$ cat config.mk
export PLATFORM = sky130hd
export DESIGN_NAME = scan_sel_gen
export DESIGN_NICKNAME = d
export VERILOG_FILES = /design/src/rtl/scan_sel_gen.sv
export SDC_FILE = /design/constraint.sdc
export NUM_CORES = 1
export LEC_CHECK = 0
export ABC_AREA = 1
export CAP_MARGIN = 20
export CORE_ASPECT_RATIO = 2
export CORE_UTILIZATION = 54
export CTS_BUF_LIST = sky130_fd_sc_hd__clkbuf_2 sky130_fd_sc_hd__clkbuf_4 sky130_fd_sc_hd__clkbuf_8
export DETAILED_ROUTE_END_ITERATION = 6
export PLACE_DENSITY = 0.81
export SLEW_MARGIN = 0
export SYNTH_ARGS = -nofsm -noshare
export SYNTH_HDL_FRONTEND = slang
export SYNTH_SLANG_ARGS = --single-unit
$ cat constraint.sdc
create_clock -name clk -period 1.95 [get_ports clk]
set_clock_uncertainty 0.05 [all_clocks]
set_input_delay 0.195 -clock clk [delete_from_list [all_inputs] [get_ports clk]]
set_output_delay 0.195 -clock clk [all_outputs]
set_load 0.005 [all_outputs]
$ cat src/rtl/scan_sel_gen.sv
// Channel-select sequencer for the 2-to-4 decoder: steps through enabled
// channels 0..3 with a programmable dwell, single pass or continuous.
module scan_sel_gen #(
  parameter int DIV_W = 8
) (
  input  logic             clk,
  input  logic             rst_n,
  input  logic             en,
  input  logic             start,
  input  logic             stop,
  input  logic             mode,
  input  logic [DIV_W-1:0] period,
  input  logic [3:0]       skip_mask,
  output logic             sel_a,
  output logic             sel_b,
  output logic             sel_valid,
  output logic             step,
  output logic             busy,
  output logic             done
);

  // state | meaning
  // IDLE  | no scan running; select held at 0
  // SCAN  | dwelling on sel_q, counting cnt_q up to per_q
  typedef enum logic {IDLE, SCAN} state_t;

  state_t           state_q, state_d;
  logic [1:0]       sel_q, sel_d;
  logic             valid_q, valid_d;
  logic             step_q, step_d;
  logic             busy_q, busy_d;
  logic             done_q, done_d;
  logic [DIV_W-1:0] cnt_q, cnt_d;
  logic [DIV_W-1:0] per_q, per_d;
  logic             mode_q, mode_d;
  logic [3:0]       mask_q, mask_d;

  logic [1:0]       first_idx;
  logic [2:0]       next_info;

  function automatic logic [1:0] lowest_idx(input logic [3:0] mask);
    logic [1:0] idx;
    idx = 2'd0;
    for (int i = 3; i >= 0; i--) begin
      if (!mask[i]) idx = 2'(i);
    end
    return idx;
  endfunction

  // {found, index} of the lowest enabled channel strictly above cur
  function automatic logic [2:0] next_idx(input logic [3:0] mask, input logic [1:0] cur);
    logic [2:0] res;
    res = 3'd0;
    for (int i = 3; i >= 0; i--) begin
      if (!mask[i] && (i > int'(cur))) res = {1'b1, 2'(i)};
    end
    return res;
  endfunction

  assign first_idx = lowest_idx(mask_q);
  assign next_info = next_idx(mask_q, sel_q);

  always_comb begin
    state_d = state_q;
    sel_d   = sel_q;
    valid_d = valid_q;
    busy_d  = busy_q;
    cnt_d   = cnt_q;
    per_d   = per_q;
    mode_d  = mode_q;
    mask_d  = mask_q;
    step_d  = 1'b0;
    done_d  = 1'b0;

    if (stop) begin
      state_d = IDLE;
      sel_d   = 2'd0;
      valid_d = 1'b0;
      busy_d  = 1'b0;
      cnt_d   = '0;
    end else if (en) begin
      case (state_q)
        IDLE: begin
          if (start) begin
            per_d  = period;
            mode_d = mode;
            mask_d = skip_mask;
            if (skip_mask == 4'b1111) begin
              done_d = 1'b1;
            end else begin
              state_d = SCAN;
              sel_d   = lowest_idx(skip_mask);
              cnt_d   = '0;
              valid_d = 1'b1;
              busy_d  = 1'b1;
              step_d  = 1'b1;
            end
          end
        end
        SCAN: begin
          if (cnt_q != per_q) begin
            cnt_d = cnt_q + DIV_W'(1);
          end else if (next_info[2]) begin
            sel_d  = next_info[1:0];
            cnt_d  = '0;
            step_d = 1'b1;
          end else if (!mode_q) begin
            sel_d  = first_idx;
            cnt_d  = '0;
            step_d = 1'b1;
          end else begin
            state_d = IDLE;
            sel_d   = 2'd0;
            cnt_d   = '0;
            valid_d = 1'b0;
            busy_d  = 1'b0;
            done_d  = 1'b1;
          end
        end
        default: begin
          state_d = IDLE;
        end
      endcase
    end
  end

  always_ff @(posedge clk) begin
    if (!rst_n) begin
      state_q <= IDLE;
      sel_q   <= 2'd0;
      valid_q <= 1'b0;
      step_q  <= 1'b0;
      busy_q  <= 1'b0;
      done_q  <= 1'b0;
      cnt_q   <= '0;
      per_q   <= '0;
      mode_q  <= 1'b0;
      mask_q  <= 4'd0;
    end else begin
      state_q <= state_d;
      sel_q   <= sel_d;
      valid_q <= valid_d;
      step_q  <= step_d;
      busy_q  <= busy_d;
      done_q  <= done_d;
      cnt_q   <= cnt_d;
      per_q   <= per_d;
      mode_q  <= mode_d;
      mask_q  <= mask_d;
    end
  end

  assign sel_a     = sel_q[0];
  assign sel_b     = sel_q[1];
  assign sel_valid = valid_q;
  assign step      = step_q;
  assign busy      = busy_q;
  assign done      = done_q;

endmodule
==> flow_summary_export.csv <==
group,metric,value,unit
clock_tree,cts_resized,0,
setup_path,arrival,1700,ps
synth,ys_ff_latch,27,
cells_and_area,drive_gt1_share,6.84,%
global_route,grt_max_degree,18,
cells_and_area,design_area,0.00171,mm²
global_route,grt_first_pass_wirelength,5660,µm
route,avgViaCountPerCell,5.38,
cells_and_area,n_antenna_cell,0,
flow_run,max-cap-violations,0,
power,total_power,1.07,mW
timing,tightest_slew,403,ps
synth,synth-compound-area-share,15.4,%
synth,yosys.area_share.adder,0.887,%
floorplan,core,0.00241,mm²
floorplan,pin_count,24,
timing,rsz0062_at_grt,"false",
route,antenna_left,0,
setup_path,worst_setup_path_start_kind,"primary input",
synth,yosys.area_share.simple,30.2,%
floorplan,die_w,38.2,µm
synth,synth_top_area_share,38.3,%
clock_tree,postCtsSetupRepairBufs,0,
cells_and_area,nFillCells,207,
setup_path,timing.rr.start,"state_q",
clock_tree,h-tree-depth,1,
floorplan,die_area,0.00283,mm²
clock_tree,clock_path_buffers,2,
setup_path,worstSetupPathType,"in2reg",
synth,syn_nets,228,
route,num_vias,1403,
cells_and_area,synthToLayoutAreaGrowth,20.8,%
min_path,hp-start,"per_q[1]",
placed_design,preCtsSetupSlack,108,ps
power,peakVddDrop,573,µV
power,power_leakage,0.707,nW
global_route,antenna_found_initial,0,
placed_design,port_buffers,23,
timing,relSlewSlack,73.0,%
timing,tns,0,ps
synth,synth-xor-area-share,4.34,%
timing,finalMaxSlewViolations,0,
clock_tree,cts-root-buf,"clkbuf_8",
min_path,hp-class,"reg2reg",
setup_path,critPathMaxFanout,9,
global_route,first_global_vias,1366,
route,drtIter0Drc,33,
global_route,grt_use_total,27.9,%
synth,synth.distinct_cells,23,
synth,netlist_area,0.00141,mm²
synth,synth_mux_area_share,0,%
power,powerDensity,626,mW/mm²
clock_tree,clk_latency,270,ps
timing,setup_ws,398,ps
cells_and_area,layout.nets,254,
setup_path,crit_start,"skip_mask[3]",
timing,fmaxAchievable,644,MHz
synth,syn_area_per_cell,6.75,µm²
synth,synthTopCellsByArea,"dfxtp_1 (38%), nand2_1 (11%), a21oi_1 (7.8%)",
synth,synth_top_family_by_area,"simple AND/OR/NAND/NOR gates",
timing,post-route-period-util,79.6,%
route,dr.pass1.iters,4,
synth,synth_warnings,0,
route,drc,0,
clock_tree,clk_pin_slew,90,ps
clock_tree,cts.sinks,27,
setup_path,cp-end-kind,"flip-flop",
global_route,overflow,0,
timing,finalSetupViolCount,0,
cells_and_area,final_common_cell,"nand2_1",
route,drt_wl_total,3440,µm
synth,yosysSeqAreaShare,38.3,%
floorplan,dieHeight,74.3,µm
synth,synthCells,209,
floorplan,initial_core_util,58.6,%
route,wl_per_cell,13.2,µm
cells_and_area,post-route-util,70.8,%
synth,yosysTopAreaCell,"dfxtp_1",
status,status,"complete, no violations",
timing,final-hold-violation-count,0,
placed_design,gp_congestion,0.884,
clock_tree,holdBufCountCts,0,
cells_and_area,layout_common_cells,"nand2_1 (42), nor2_1 (28), inv_1 (27), dfxtp_1 (27), clkdlybuf4s50_1 (23)",
timing,period_minus_slack,1550,ps
clock_tree,cts_tree,"done",
clock_tree,numCtsBuffers,3,
floorplan,placementRows,25,
placed_design,dp_hpwl,2740,µm
placed_design,place_area,0.00166,mm²
setup_path,required,2100,ps
## critical path: stages
cell and delay [ps]:
clkdlybuf4s50_1 490, nand2_1 50, inv_1 80, nand3_2 100, nand2_1 80, nand2_1 60
nand2_2 150, inv_2 100, nand2_2 110, nand2_2 90, nor3_2 190
## power breakdown
part / switching (mW) / internal (mW)
sequential: 0.0137 / 0.569
combinational: 0.0838 / 0.0740
clock: 0.166 / 0.160
total: 0.263 / 0.804
## cell type report
class	count	area, µm²	area share, %
clock buffer	4	48.8	2.86
multi-input combinational	147	718	42.1
inverter	31	119	6.97
sequential	27	541	31.7
timing repair buffer	25	245	14.4
tap	27	33.8	1.98
## per-stage QoR
step	instances	hold WS, ps
CTS	261	431
floorplan	209	280
global route	261	457
detailed placement	257	419
global placement	257	406
finish	261	432
## Yosys cell counts
| master | instances |
|---|---|
| nor2_1 | 28 |
| inv_1 | 27 |
| dfxtp_1 | 27 |
| buf_6 | 2 |
| xnor2_1 | 5 |
| nand3_1 | 14 |
| nor4_4 | 1 |
| buf_4 | 1 |
| ha_1 | 1 |
| inv_2 | 3 |
| inv_4 | 1 |
| nand2_2 | 3 |
| nand3_2 | 1 |
| o21bai_1 | 1 |
| nand2_1 | 42 |
| buf_1 | 1 |
| nor3_1 | 3 |
| o21ai_0 | 20 |
| nor3_2 | 1 |
| a21oi_1 | 22 |
| nor4_1 | 2 |
| nand4_1 | 1 |
| xor2_1 | 2 |
## sequential cells by signal (all words and copies together), names as in the netlist
| register | cells |
|---|---|
| step | 1 |
| sel_q | 2 |
| done | 1 |
| cnt_q | 8 |
| mode_q | 1 |
| state_q | 1 |
| mask_q | 4 |
| busy | 1 |
| per_q | 8 |
## final timing paths
check                           endpoint  slack (ps)  cells after the start
worst min register to register  per_q[1]         430                      2
worst max register to register  cnt_q[5]         410                      6
worst max-delay path            cnt_q[5]         400                     11
worst min-delay path            per_q[1]         430                      2
## layer usage
metal | global-route usage [%] | up-vias | part of all wire, %
met5 | 0 | - | 0
met4 | 17.5 | 0 | 4.8
met3 | 2.69 | 14 | 2.8
met2 | 53.9 | 38 | 57
met1 | 25.3 | 635 | 35
li1 | - | 716 | -
## logic make-up after synthesis
logic type / count (synthesis)
AO/OA/AOI/OAI: 43
adder cells (fa/ha/maj): 1
buffers and inverters: 35
XOR/XNOR: 7
flip-flops: 27
AND/OR/NAND/NOR: 96
Note: power is estimated with default switching activity, not from simulation.
